### config.mk
export PLATFORM = sky130hd
export DESIGN_NAME = prog_sequencer
export DESIGN_NICKNAME = d
export VERILOG_FILES = /design/src/rtl/prog_sequencer.sv
export SDC_FILE = /design/constraint.sdc
export NUM_CORES = 1
export LEC_CHECK = 0
export BUFFER_PORTS_ARGS = -buffer_cell sky130_fd_sc_hd__buf_2
export CORE_MARGIN = 2
export CORE_UTILIZATION = 45
export DETAILED_ROUTE_END_ITERATION = 16
export PLACE_DENSITY = 0.82
export SYNTH_ARGS = -nofsm -noshare
export SYNTH_HDL_FRONTEND = slang
export SYNTH_SLANG_ARGS = --single-unit
### constraint.sdc
create_clock -name Clk -period 2.1 [get_ports Clk]
set_input_delay 0.315 -clock Clk [delete_from_list [all_inputs] [get_ports Clk]]
set_output_delay 0.315 -clock Clk [all_outputs]
set_load 0.05 [all_outputs]
### src/rtl/prog_sequencer.sv
`default_nettype none
// ============================================================================
// Module   : prog_sequencer
// Purpose  : Multi-cycle instruction sequencer for the 9-bit-ISA core. Owns
//            the program counter, accepts the Start handshake and decides each
//            cycle whether the decoded instruction commits, advances,
//            branches, stalls for a data-memory load, or halts.
// Ports    : Clk, Reset       - clock (rising edge), async active-high reset
//            Start, StartAddr - launch request (IDLE/HALT only) and entry PC
//            Jen, BrTaken     - decoded branch and ALU condition flag
//            Jtarget          - absolute branch target
//            RenD, DoneIn     - decoded load and halt instructions
//            ProgCtr          - instruction ROM address (registered)
//            InstEn           - commit strobe gating regfile/memory writes
//            Busy             - high while executing (RUN or WAIT)
//            Done             - registered, high in HALT
//            CycleCnt         - executed-cycle counter
// Options  : SEQ_CYCLE_COUNT_EN - when defined, CycleCnt counts RUN/WAIT
//            clocks (saturating); otherwise it is tied to zero.
// Revision : 1.0 - initial release
// ============================================================================
module prog_sequencer #(
    parameter int PC_W     = 10,
    parameter int LOAD_LAT = 1
) (
    input  logic            Clk,
    input  logic            Reset,
    input  logic            Start,
    input  logic [PC_W-1:0] StartAddr,
    input  logic            Jen,
    input  logic            BrTaken,
    input  logic [PC_W-1:0] Jtarget,
    input  logic            RenD,
    input  logic            DoneIn,
    output logic [PC_W-1:0] ProgCtr,
    output logic            InstEn,
    output logic            Busy,
    output logic            Done,
    output logic [15:0]     CycleCnt
);

    // Wait counter must hold LOAD_LAT; keep at least one bit when LOAD_LAT=0.
    localparam int CNT_W = (LOAD_LAT < 1) ? 1 : $clog2(LOAD_LAT + 1);
    localparam logic [CNT_W-1:0] c_LOAD_LAT = CNT_W'(LOAD_LAT);
    localparam logic [CNT_W-1:0] c_WAIT_ONE = CNT_W'(1);
    localparam bit               c_HAS_LAT  = (LOAD_LAT > 0);

    typedef enum logic [1:0] {
        c_IDLE = 2'd0,
        c_RUN  = 2'd1,
        c_WAIT = 2'd2,
        c_HALT = 2'd3
    } state_t;

    state_t           r_state;
    logic [PC_W-1:0]  r_pc;
    logic             r_done;
    logic [CNT_W-1:0] r_wait_cnt;

    logic w_load_stall;
    logic w_start_acc;
    logic w_inst_en;
    logic w_busy;

    // A load only stalls when the memory actually needs extra cycles.
    assign w_load_stall = RenD && c_HAS_LAT;
    assign w_start_acc  = Start && ((r_state == c_IDLE) || (r_state == c_HALT));

    always_comb begin
        w_inst_en = 1'b0;
        w_busy    = 1'b0;
        case (r_state)
            c_RUN: begin
                w_busy    = 1'b1;
                // Halt and stalled loads do not commit in their RUN cycle.
                w_inst_en = !DoneIn && !w_load_stall;
            end
            c_WAIT: begin
                w_busy    = 1'b1;
                // Load writeback commits in the final wait cycle.
                w_inst_en = (r_wait_cnt == c_WAIT_ONE);
            end
            default: begin
                w_inst_en = 1'b0;
                w_busy    = 1'b0;
            end
        endcase
    end

    always_ff @(posedge Clk or posedge Reset) begin
        if (Reset) begin
            r_state    <= c_IDLE;
            r_pc       <= '0;
            r_done     <= 1'b0;
            r_wait_cnt <= '0;
        end else begin
            case (r_state)
                c_IDLE: begin
                    if (Start) begin
                        r_pc    <= StartAddr;
                        r_state <= c_RUN;
                    end
                end
                c_RUN: begin
                    if (DoneIn) begin
                        r_done  <= 1'b1;
                        r_state <= c_HALT;
                    end else if (w_load_stall) begin
                        // RenD outranks Jen, so an illegal load+branch stalls.
                        r_wait_cnt <= c_LOAD_LAT;
                        r_state    <= c_WAIT;
                    end else if (Jen && BrTaken) begin
                        r_pc <= Jtarget;
                    end else begin
                        r_pc <= r_pc + PC_W'(1);
                    end
                end
                c_WAIT: begin
                    if (r_wait_cnt == c_WAIT_ONE) begin
                        r_pc       <= r_pc + PC_W'(1);
                        r_wait_cnt <= '0;
                        r_state    <= c_RUN;
                    end else if (r_wait_cnt == '0) begin
                        // Unreachable in normal flow; recover without a commit.
                        r_state <= c_RUN;
                    end else begin
                        r_wait_cnt <= r_wait_cnt - CNT_W'(1);
                    end
                end
                c_HALT: begin
                    if (Start) begin
                        r_done  <= 1'b0;
                        r_pc    <= StartAddr;
                        r_state <= c_RUN;
                    end
                end
                default: begin
                    r_state <= c_IDLE;
                end
            endcase
        end
    end

`ifdef SEQ_CYCLE_COUNT_EN
    logic [15:0] r_cycle_cnt;

    always_ff @(posedge Clk or posedge Reset) begin
        if (Reset) begin
            r_cycle_cnt <= '0;
        end else if (w_start_acc) begin
            r_cycle_cnt <= '0;
        end else if (w_busy && (r_cycle_cnt != 16'hFFFF)) begin
            r_cycle_cnt <= r_cycle_cnt + 16'd1;
        end
    end

    assign CycleCnt = r_cycle_cnt;
`else
    // Start acceptance only feeds the counter; keep it referenced.
    logic w_unused_start;
    assign w_unused_start = w_start_acc;
    assign CycleCnt       = 16'd0;
`endif

    assign ProgCtr = r_pc;
    assign Done    = r_done;
    assign InstEn  = w_inst_en;
    assign Busy    = w_busy;

endmodule
`default_nettype wire

Yosys cells after proc, flatten, opt, wreduce, memory -nomap -nowiden

Index checks and enable logic that the tools add are counted.

Word-level logic and storage cells: 47
Flip-flop bits (word level): 14

$add $sub $neg: 1
Equal/unequal tests: 11
Reductions and logical operators: 13
Multiplexer cells: 18

Operator list:

| operator                                              | count |
|---|---|
| two-way mux 10 bit                                    | 5 |
| one-hot mux 10 bit (3 select lines)                   | 1 |
| inequality test 2 bit, second input constant          | 6 |
| adder 10 x 1 -> 10 bit, second input constant         | 1 |
| two-way mux 2 bit                                     | 3 |
| one-hot mux 1 bit (2 select lines)                    | 3 |
| one-hot mux 2 bit (3 select lines)                    | 1 |
| AND reduction 3 bit                                   | 2 |
| two-way mux 1 bit                                     | 5 |
| == test 2 bit, second input constant                  | 2 |
| AND reduction 4 bit                                   | 1 |
| nonzero test 2 bit                                    | 2 |
| OR reduction 2 bit                                    | 2 |
| inequality test 3 bit, second input constant          | 1 |
| == test 2 x 1 -> 1 bit, second input constant         | 1 |
| logical AND 1 bit                                     | 2 |
| zero test 1 bit                                       | 2 |
| zero test 2 bit                                       | 1 |
| inequality test 2 x 1 -> 1 bit, second input constant | 1 |
| AND reduction 2 bit                                   | 1 |

Longest topological paths before layout

Gate-level depths: netlist of the first run.

Depth in word-level cells: 5
Depth in mapped cells: 8

Worst setup path after synthesis of the first run

No wires, ideal clock.

Path kind: register to output
From: reg r_state[0]
To: out InstEn
Setup slack: 0.008 ns
Cell stages (with the launch flop): 7
Data arrival time: 1.777 ns
Cells stage by stage: dfrtp_1 > inv_1 > ha_1 > buf_2 > clkbuf_1 > a22oi_1 > nor2_1

Cells in the longest elaborated chain, start to end: 2
Elaborated cells on any way between the ends: 3

Ends and longest elaborated chain:

| what                                                           | RTL line | text |
|---|---|---|
| from (decl)                                                    | 55       | `state_t r_state;` |
| from (signal assigned)                                         | 92       | `r_state <= c_IDLE;` |
| from (signal assigned)                                         | 101      | `r_state <= c_RUN;` |
| from (signal assigned)                                         | 107      | `r_state <= c_HALT;` |
| == test 2 bit / == test 2 x 1 -> 1 bit (equally long branches) | 72       | `case (r_state)` |
| one-hot mux 1 bit (2 select lines) *                           | 72       |  |
| to (decl)                                                      | 36       | `output logic InstEn,` |

Every way passes the cells marked *; elsewhere a longest branch is shown, timed or not.

Worst setup path in the final report of the first run

Same ends and word-level chain as after synthesis.

==> summary.md, run 1 <==
| Metric | Value |
|---|---|
| Share of layout cells above drive strength 1 | `around a quarter` |
| Initial core utilization | `between 40% and 50%` |
| # setup viols final | `0` |
| H-tree levels | `1` |
| CP Capture Type | `output pin` |
| Worst-skew pair later-pin latency | `0.29 ns` |
| # clock sinks | `14` |
| Port Buffers | `39` |
| Die area | `3505 sq um` |
| Postcts setup bufs | `0` |
| Hold_ws | `0.05758 ns` |
| CP Launch Type | `register` |
| Vias per cell | `just under 6` |
| CTS max path bufs | `2` |
| I/O pins | `56` |
| Synth unique cells | `50` |
| Hpwl dp | `2650 um` |
| Max Cap Viol | `0` |
| Drt first-iter violations | `41` |
| Slowest CP cell | `dfrtp_1` |
| Max_slew headroom | `61.39%` |
| Core area | `2978 sq um` |
| Fin. Hold Viols | `0` |
| GPL Wtd Cong | `0.8446` |
| RSZ-0062 raised after global routing | `no` |
| Critical path class | `reg -> out` |
| Max-slew violations | `0` |
| Final antenna-violating net count | `0` |
| WP data arrival | `1.70 ns` |
| Post-CTS Hold Buffers | `0` |
| Status | `completed` |
| Chip height | `~60 um` |
| Total negative setup slack | `0 ns` |
| Average instance area after synthesis | `7.973 sq um` |
| VDD IR-drop max | `0.8559 mV` |
| Post-CTS resize count | `0` |
| Synth Cell Area | `1371 sq um` |
| Drt wl/cell | `14.78 um` |
| P_leak | `0.7645 nW` |
| First-pass GRT wire length | `5913 um` |
| Clock skew | `0.005168 ns` |
| Largest net degree at the start of global routing | `18` |
| CP max FO | `17` |
| CP Cell Sequence | `inv_1, ha_1, buf_4, a22oi_1, nor2_1, buf_2` |
| Main synth FF type | `dfrtp_1` |
| Post-Synthesis Cells | `172` |
| Actual slew at the worst max-slew pin | `0.5785 ns` |
| # fillers | `296` |
| Post-synth EDFFs | `0` |
| Clk slew on worst S/H paths | `around 0.1 ns` |
| Fmax | `just under 0.5 GHz` |
| Inserted Diodes | `0` |
| Root Buffer | `clkbuf_4` |
| Layout Nets | `242` |
| Total Power | `2.853 mW` |
| Vias | `1420` |
| Worst R2R Path Depth | `6` |
| PD cells | `1815 nW/um^2` |
| Sequential share of the synthesized area | `25.55%` |
| YS warnings | `0` |
| Die Wd | `59.20 um` |
| Critical Path RT | `roughly 1.8 ns` |
| #FFs+latches synth | `14` |
| DRC | `0` |
| Tmin final | `2.017 ns` |
| GRT Total Usage | `22.13%` |
| Grt ovf | `0` |
| Drt first pass iters | `5` |
| Initial antenna violation count | `0` |
| WL final | `3577 um` |
| Reg area | `350.3 sq um` |
| Area grow syn2layout | `14.60%` |
| Min-Delay Path Class | `in -> async` |
| Ys async rst share | `100.0%` |
| Crit path largest cell delay | `0.44 ns` |
| TritonCTS Buffers | `3` |
| Multi-input gate area | `between 800 and 900 sq um` |
| Row count | `20` |
| CTS tree | `yes` |
| Vias in the first global route | `1273` |
| Final period utilization | `96.04%` |
## final timing paths
check | from | to | slack (ns)
setup / recovery | r_state[0]$_DFFE_PP0P_ | InstEn | 0.08
hold / removal | Reset | Done$_DFFE_PP0P_ | 0.06
setup reg to reg | r_state[0]$_DFFE_PP0P_ | ProgCtr[9]$_DFFE_PP0P_ | 0.13
hold reg to reg | Done$_DFFE_PP0P_ | Done$_DFFE_PP0P_ | 0.53
max in group asynchronous | Reset | ProgCtr[5]$_DFFE_PP0P_ | 1.66
min in group Clk | StartAddr[4] | ProgCtr[4]$_DFFE_PP0P_ | 0.28
## per-stage QoR
step / util (%) / instances / instance area, sq um / setup WS (ns)
global route: 52.77 / 242 / 1572 / 0.002443
finish: 52.77 / 242 / 1572 / 0.08322
floorplan: - / 187 / 1428 / 0.008367
global placement: 51.55 / 238 / 1535 / 0.2512
detailed placement: 51.55 / 238 / 1535 / 0.1585
CTS: 52.77 / 242 / 1572 / 0.09035
## cells in the final DEF, fill, tap and decap left out, drive strengths merged, types with 5 or more instances in the layout
cell,count
nand3,9
nand2,17
o21ai,11
conb,16
dfrtp,14
inv,7
buf,45
ha,5
o211ai,5
a21oi,10
nor2,6
## cell families (layout without fill, tap and decap cells)
| logic type | count (synthesis) | in the layout | synth area share (%) |
|---|---|---|---|
| and+or+nand+nor | 60 | 60 | 24.09 |
| xor gates and xnor gates | 4 | 4 | 2.555 |
| buffers and inverters | 34 | 56 | 14.60 |
| other | 1 | 16 | 0.2735 |
| DFF | 14 | 14 | 25.55 |
| adders and majority gates | 5 | 5 | 4.562 |
| muxes | 3 | 3 | 2.281 |
| AOI/OAI and AO/OA | 51 | 51 | 26.10 |
## layer usage
metal	GRT usage, %	share of wire, %	up-vias
met3	3.057	7.1	9
met1	29.91	42	671
met5	0	0	-
li1	-	-	677
met2	35.48	49	63
met4	8.766	2.0	0
## where the power goes
part,switching (mW),leakage (nW),internal [mW],total [mW]
clock network,0.105,0.0210,0.106,0.211
logic,1.31,0.580,0.703,2.01
registers,0.222,0.164,0.407,0.629
## flip-flops by register name, indices dropped and copies added, names as in the netlist
| signal | flops |
|---|---|
| Done | 1 |
| r_wait_cnt | 1 |
| ProgCtr | 10 |
| r_state | 2 |
## cell usage after synthesis, drive strengths merged, types with 2 or more instances
| library cell | count | share of area [%] |
|---|---|---|
| xnor2 | 3 | 1.9 |
| mux2i | 2 | 1.5 |
| a21oi | 10 | 3.6 |
| dfrtp | 14 | 26 |
| nand2 | 17 | 4.7 |
| o21ai | 11 | 4.0 |
| nand4b | 2 | 1.3 |
| clkbuf | 6 | 1.6 |
| a21o | 4 | 2.2 |
| and2 | 2 | 0.91 |
| ha | 5 | 4.6 |
| a311oi | 4 | 3.0 |
| nor2b | 3 | 1.4 |
| nor4 | 2 | 0.91 |
| nand4 | 4 | 1.8 |
| inv | 7 | 1.9 |
| a221oi | 3 | 1.9 |
| or3 | 2 | 1.3 |
| nand3 | 9 | 3.6 |
| nor2 | 6 | 1.6 |
| nand2b | 2 | 0.91 |
| nor3 | 3 | 1.1 |
| buf | 21 | 11 |
| and4 | 2 | 1.3 |
| and3 | 3 | 1.4 |
| o211ai | 5 | 2.7 |
| a31oi | 2 | 0.91 |
## worst max-delay path: cells and delay by family, from the launching register on
family          cells  cell delay (ns)
buf+inv             3             0.59
fa+ha+maj           1             0.18
flops               1             0.44
compound gates      1             0.11
simple gates        1             0.08
## area by class of cell
cell class / count / share of cell area, %
tap: 33 / 2.627
multi-input combinational: 139 / 55.81
inverter: 7 / 1.672
clock buffer: 4 / 2.309
timing repair buffer: 45 / 15.29
sequential: 14 / 22.29
(Power assumes the default switching activity.)
==> inputs of run 2 (changes only) <==
--- a/config.mk
+++ b/config.mk
@@ -8,6 +8,7 @@
 export BUFFER_PORTS_ARGS = -buffer_cell sky130_fd_sc_hd__buf_2
 export CORE_MARGIN = 2
 export CORE_UTILIZATION = 45
+export CTS_BUF_LIST = sky130_fd_sc_hd__clkbuf_2
 export DETAILED_ROUTE_END_ITERATION = 16
 export PLACE_DENSITY = 0.82
 export SYNTH_ARGS = -nofsm -noshare
==> run 2 against run 1 <==
  * Non-clock buffer count stayed put
  * Sequential share of layout area is 0.12 points higher
  * Combinational power about the same
  * Cell count unchanged
  * Setup slack improved by 0.022 ns
  * Highest routed layer unchanged
==> summary.md, run 2 (same netlist as run 1, synthesis figures left out) <==
| Metric | Value |
|---|---|
| Status | `completed` |
| Row count | `20 (unchanged)` |
| Critical Path RT | `1.78 ns (about the same)` |
| CTS tree | `yes` |
| CP Capture Type | `output pin` |
| CTS max path bufs | `2 (unchanged)` |
| Port Buffers | `39 (unchanged)` |
| TritonCTS Buffers | `3 (unchanged)` |
| Post-CTS Hold Buffers | `0 (unchanged)` |
| Min-Delay Path Class | `in -> async` |
| Vias per cell | `5.905 (+0.63%)` |
| Slowest CP cell | `dfrtp_1` |
| CP top delay family | `buffers and inverters` |
| # clock sinks | `14 (unchanged)` |
| # setup viols final | `0 (unchanged)` |
| WP data arrival | `1.68 ns (-0.02 ns)` |
| P_leak | `0.7589 nW (-0.73%)` |
| Drt first pass iters | `4 (-1)` |
| Share of layout cells above drive strength 1 | `25.84% (unchanged)` |
| Power share of the combinational group | `72.5% (+1.9 points)` |
| Clock Power Share | `5.0% (-2.4 points)` |
| Worst r2r src | `r_state[0]$_DFFE_PP0P_` |
| Total Power | `2.795 mW (-2.0%)` |
| Fin. Hold Viols | `0 (unchanged)` |
| Root Buffer | `clkbuf_2` |
| Max-slew violations | `0 (unchanged)` |
| Largest net degree at the start of global routing | `18 (unchanged)` |
| Postcts setup bufs | `0 (unchanged)` |
| Die Wd | `59.20 um (unchanged)` |
| Grt ovf | `0 (unchanged)` |
| Chip height | `59.20 um (unchanged)` |
| Crit path largest cell delay | `0.44 ns (about the same)` |
| CP max FO | `12 (-5)` |
| Vias in the first global route | `1288 (+1.2%)` |
| Switching part of the total power | `58.38% (+1.0 points)` |
| Vias | `1429 (+0.63%)` |
| Fmax | `0.5014 GHz (+1.1%)` |
| Fin util | `52.48% (-0.29 points)` |
| Final period utilization | `94.97% (-1.1 points)` |
| Actual slew at the worst max-slew pin | `0.5719 ns (-0.006665 ns)` |
| Area grow syn2layout | `13.96%` |
| Clk slew on worst S/H paths | `0.16 ns (+0.06 ns)` |
| Initial antenna violation count | `0 (unchanged)` |
| CP Cell Sequence | `inv_1, ha_1, buf_4, nor2_1, clkbuf_4` |
| PD cells | `1788 nW/um^2 (-1.5%)` |
| Clock skew | `0.008217 ns (+0.003049 ns)` |
| WL final | `3559 um (-0.50%)` |
| Register share of total power | `22.5% (+0.4 points)` |
| Worst-skew pair later-pin latency | `0.29 ns (about the same)` |
| Die area | `3505 sq um (unchanged)` |
| Core area | `2978 sq um (unchanged)` |
| GRT Total Usage | `22.22% (+0.091 points)` |
| First-pass GRT wire length | `5968 um (+0.93%)` |
| Inserted Diodes | `0 (unchanged)` |
| Number of flip-flops in the largest register | `10 (unchanged)` |
| VDD IR-drop max | `0.8601 mV (+0.49%)` |
| Buffers & Inverters on Critical Path | `3 (unchanged)` |
| Tmin final | `1.994 ns (-0.02247 ns)` |
| Layout Nets | `242 (unchanged)` |
| Final antenna-violating net count | `0 (unchanged)` |
| Critical path class | `reg -> out` |
| RSZ-0062 raised after global routing | `no` |
| Drt first-iter violations | `50 (+22%)` |
| CP Launch Type | `register` |
| Drt wl/cell | `14.71 um (-0.50%)` |
| I/O pins | `56 (unchanged)` |
| Commonest non-fill, non-tap cell in the layout | `buf_2` |
| Max Cap Viol | `0 (unchanged)` |
| GPL Wtd Cong | `0.8446 (unchanged)` |
| DRC | `0 (unchanged)` |
| Psw | `1.632 mW (-0.31%)` |
| Internal power | `1.163 mW (-4.3%)` |
| CP startpoint | `r_state[0]$_DFFE_PP0P_` |
| Initial core utilization | `46.05% (unchanged)` |
| Hpwl dp | `2650 um (unchanged)` |
| H-tree levels | `1 (unchanged)` |
| Most frequent cells in the layout | `buf_2 (38), nand2_1 (17), conb_1 (16), dfrtp_1 (14), o21ai_0 (11)` |
| Max_slew headroom | `61.83% (+0.44 points)` |
| Total negative setup slack | `0 ns (unchanged)` |
[run 2: power groups by stage]
stage | clock [mW] | sequential [mW] | combinational [mW]
floorplan | 0 | 0.898 | 1.27
global placement | 0 | 0.619 | 1.95
detailed placement | 0 | 0.631 | 2.00
CTS | 0.139 | 0.624 | 2.01
global route | 0.156 | 0.654 | 2.22
finish | 0.140 | 0.628 | 2.03
[run 2: final cells by class]
class | instances | area (sq um)
fill | 297 | 1415
inverter | 7 | 26.28
clock inverter | 1 | 3.754
sequential | 14 | 350.3
clock buffer | 3 | 15.01
tap | 33 | 41.29
timing repair buffer | 45 | 246.5
multi-input combinational | 139 | 879.6
[run 2: per-stage QoR]
stage	area (sq um)	std cells	hold WS, ns	setup WS (ns)
finish	1563	242	0.04289	0.1057
global route	1563	242	0.07685	0.01452
CTS	1554	242	0.06281	0.06466
detailed placement	1535	238	0.3944	0.1585
global placement	1535	238	0.3950	0.2512
floorplan	1428	187	0.2042	0.008367
[run 2: repair_timing]
action	in CTS	in global routing
resized for setup	0	3
endpoints found under the setup margin	0	2
endpoints found under the hold margin	0	0
[run 2: layer usage]
metal	part of all wire, %	vias to the layer above	GRT usage [%]	routed length, um
met5	0	-	0	0
met4	2.4	0	10.06	84
met3	7.0	10	3.275	250
met2	49	61	35.32	1729
met1	42	679	29.63	1495
li1	-	679	-	-
[run 2: path summary, 6_finish.rpt]
path | end | slack (ns) | cells after the start
min | Done$_DFFE_PP0P_ | 0.04 | 2
max reg2reg | ProgCtr[9]$_DFFE_PP0P_ | 0.12 | 6
max in group asynchronous | ProgCtr[6]$_DFFE_PP0P_ | 1.68 | 2
min reg2reg | Done$_DFFE_PP0P_ | 0.55 | 1
max | InstEn | 0.11 | 5
min in group Clk | ProgCtr[4]$_DFFE_PP0P_ | 0.28 | 3
==> inputs of run 3 (changes only) <==
--- a/config.mk
+++ b/config.mk
@@ -6,11 +6,13 @@
 export NUM_CORES = 1
 export LEC_CHECK = 0
 export BUFFER_PORTS_ARGS = -buffer_cell sky130_fd_sc_hd__buf_2
+export CELL_PAD_IN_SITES_DETAIL_PLACEMENT = 1
+export CELL_PAD_IN_SITES_GLOBAL_PLACEMENT = 1
 export CORE_MARGIN = 2
-export CORE_UTILIZATION = 45
+export CORE_UTILIZATION = 35
 export CTS_BUF_LIST = sky130_fd_sc_hd__clkbuf_2
 export DETAILED_ROUTE_END_ITERATION = 16
-export PLACE_DENSITY = 0.82
+export PLACE_DENSITY = 0.89
 export SYNTH_ARGS = -nofsm -noshare
 export SYNTH_HDL_FRONTEND = slang
 export SYNTH_SLANG_ARGS = --single-unit
==> constraint.sdc (replaced) <==
create_clock -name Clk -period 2 [get_ports Clk]
set_input_delay 0.3 -clock Clk [delete_from_list [all_inputs] [get_ports Clk]]
set_output_delay 0.3 -clock Clk [all_outputs]
set_load 0.05 [all_outputs]
==> run 3 against run 2 <==
  * Clock skew grew 0.0019 ns
  * Worst hold slack got worse by 0.0026 ns
  * Critical path type unchanged
  * Via count increased by 2.7%
  * Die area up 27%
  * Largest cell class unchanged
  * Sequential power increased by 5.3%
==> summary.md, run 3 (same netlist as run 1, synthesis figures left out) <==
| Metric | Value |
|---|---|
| Number of flip-flops in the largest register | `10 (unchanged)` |
| Area grow syn2layout | `19.34%` |
| Reg-to-reg critical path endpoint | `ProgCtr[5]$_DFFE_PP0P_` |
| Inserted Diodes | `0 (unchanged)` |
| GRT met3 Usage | `2.196% (-1.1 points)` |
| Status | `completed` |
| Area after DPL | `1564 sq um (+1.9%)` |
| Layout Nets | `244 (+0.83%)` |
| Fmax | `~0.53 GHz` |
| Most frequent cells in the layout | `buf_2 (37), nand2_1 (17), conb_1 (16), dfrtp_1 (14), a21oi_1 (10)` |
| Drt wl/cell | `15.96 um (+8.5%)` |
| Actual slew at the worst max-slew pin | `0.6080 ns (+0.03609 ns)` |
| Initial core utilization | `36.90% (-9.1 points)` |
| Worst-skew pair later-pin latency | `0.29 ns (about the same)` |
| Vias in the first global route | `1407 (+9.2%)` |
| Max_slew headroom | `59.42% (-2.4 points)` |
| CTS max path bufs | `2 (unchanged)` |
| Largest net degree at the start of global routing | `18 (unchanged)` |
| Reg2Reg Setup Slack | `0.13 ns (about the same)` |
| Max-slew violations | `0 (unchanged)` |
| WP data arrival | `1.58 ns (-0.10 ns)` |
| PD cells | `1898 nW/um^2 (+6.1%)` |
| Drt first pass iters | `6 (+2)` |
| Worst R2R Path Depth | `6 (unchanged)` |
| Chip height | `66.60 um (+12%)` |
| TritonCTS Buffers | `3 (unchanged)` |
| Min-Delay Path Class | `in -> async` |
| Commonest non-fill, non-tap cell in the layout | `buf_2` |
| Fin. Hold Viols | `0 (unchanged)` |
| # setup viols final | `0 (unchanged)` |
| Critical path class | `reg -> out` |
| Hpwl dp | `3111 um (+17%)` |
| Vias | `1468 (+2.7%)` |
| CP max FO | `12 (unchanged)` |
| Final period utilization | `between 90% and 100%` |
| Drt first-iter violations | `110 (+120%)` |
| CP Capture Type | `output pin` |
| Busiest grt layer | `met2` |
| First-pass GRT wire length | `6624 um (+11%)` |
| Worst setup endpoint | `InstEn` |
| Worst r2r src | `r_state[0]$_DFFE_PP0P_` |
| Die Wd | `66.60 um (+12%)` |
| Vias per cell | `5.668 (-4.0%)` |
| Grt ovf | `0 (unchanged)` |
| Initial antenna violation count | `0 (unchanged)` |
| Port Buffers | `39 (unchanged)` |
| Clk slew on worst S/H paths | `0.18 ns (+0.02 ns)` |
| CTS tree | `yes` |
| Total Power | `3.106 mW (+11%)` |
| Final antenna-violating net count | `0 (unchanged)` |
| CP startpoint | `r_state[0]$_DFFE_PP0P_` |
| RSZ-0062 raised after global routing | `no` |
| Share of layout cells above drive strength 1 | `28.44% (+2.6 points)` |
| DRC | `0 (unchanged)` |
| Max Cap Viol | `0 (unchanged)` |
| Core area | `3716 sq um (+25%)` |
| WL final | `4133 um (+16%)` |
| GRT Total Usage | `19.73% (-2.5 points)` |
| GR Util met2 | `32.13% (-3.2 points)` |
| Die area | `4435 sq um (+27%)` |
| VDD IR-drop max | `0.8543 mV (-0.68%)` |
| Tmin final | `approximately 1.9 ns` |
| CP Launch Type | `register` |
| Total negative setup slack | `0 ns (unchanged)` |
| H-tree levels | `1 (unchanged)` |
| P_leak | `0.7760 nW (+2.3%)` |
| GPL Wtd Cong | `0.8235 (-2.5%)` |
| Final instance area | `1637 sq um (+4.7%)` |
| # clock sinks | `14 (unchanged)` |
| I/O pins | `56 (unchanged)` |
| Post-CTS Hold Buffers | `0 (unchanged)` |
| Row count | `22 (+10%)` |
| Clock skew | `0.01014 ns (+0.001922 ns)` |
| GR Util met1 | `26.06% (-3.6 points)` |
| Root Buffer | `clkbuf_2` |
| Critical Path RT | `1.70 ns (-0.08 ns)` |
## run 3: cell count changes in the layout (fill, tap and decap cells not counted), moves of 2 or more
cell     delta
o21ai_0     -2
buf_6       +2
o21ai_1     +2
nor2_1      -2
## run 3: per-layer routing
layer / vias up / share of wire [%]
li1: 683 / -
met1: 729 / 46
met2: 52 / 47
met3: 4 / 5.1
met4: 0 / 1.2
met5: - / 0
## run 3: area by class of cell
type / instances / area [sq um]
multi-input cells: 140 / 917.1
inverters: 7 / 26.28
repair buffers: 46 / 264.0
clock inverters: 1 / 3.754
flip-flops and latches: 14 / 350.3
clock buffers: 3 / 15.01
fillers: 503 / 2079
well taps: 48 / 60.06
## run 3: what timing repair did
action | CTS | global route
pin swaps | 0 | 2
buffers inserted | 0 | 0
gates cloned | 0 | 1
resized for setup | 1 | 13
setup endpoints to repair | 1 | 9
## run 3: worst min-delay path by stage
stage | startpoint | endpoint | cells past startpoint
finish | Reset | r_wait_cnt$_DFFE_PP0P_ | 2
global route | Reset | r_wait_cnt$_DFFE_PP0P_ | 2
CTS | Reset | r_wait_cnt$_DFFE_PP0P_ | 2
detailed placement | Reset | r_wait_cnt$_DFFE_PP0P_ | 2
global placement | Reset | r_wait_cnt$_DFFE_PP0P_ | 2
floorplan | Reset | Done$_DFFE_PP0P_ | 1
## run 3: where the power goes
group	leakage, nW	switching [mW]	total [mW]	internal, mW
Clock	0.0140	0.110	0.153	0.0435
Sequential	0.164	0.235	0.661	0.426
Combinational	0.598	1.46	2.29	0.833
## run 3: through the flow
step	utilization [%]	hold WS [ns]	setup WS (ns)	cells
after floorplan	-	0.1892	0.1371	187
after CTS	42.66	0.05434	0.01830	258
after global routing	44.04	0.07579	0.01281	259
after global placement	42.09	0.3904	0.1494	254
final	44.04	0.04030	0.1190	259
after detailed placement	42.09	0.3983	0.07383	254
## run 3: critical path: stages, from the launching register on
cell and delay, ns:
dfrtp_1 0.44, inv_1 0.08, ha_1 0.33, buf_6 0.16, nor2_2 0.12, buf_6 0.16
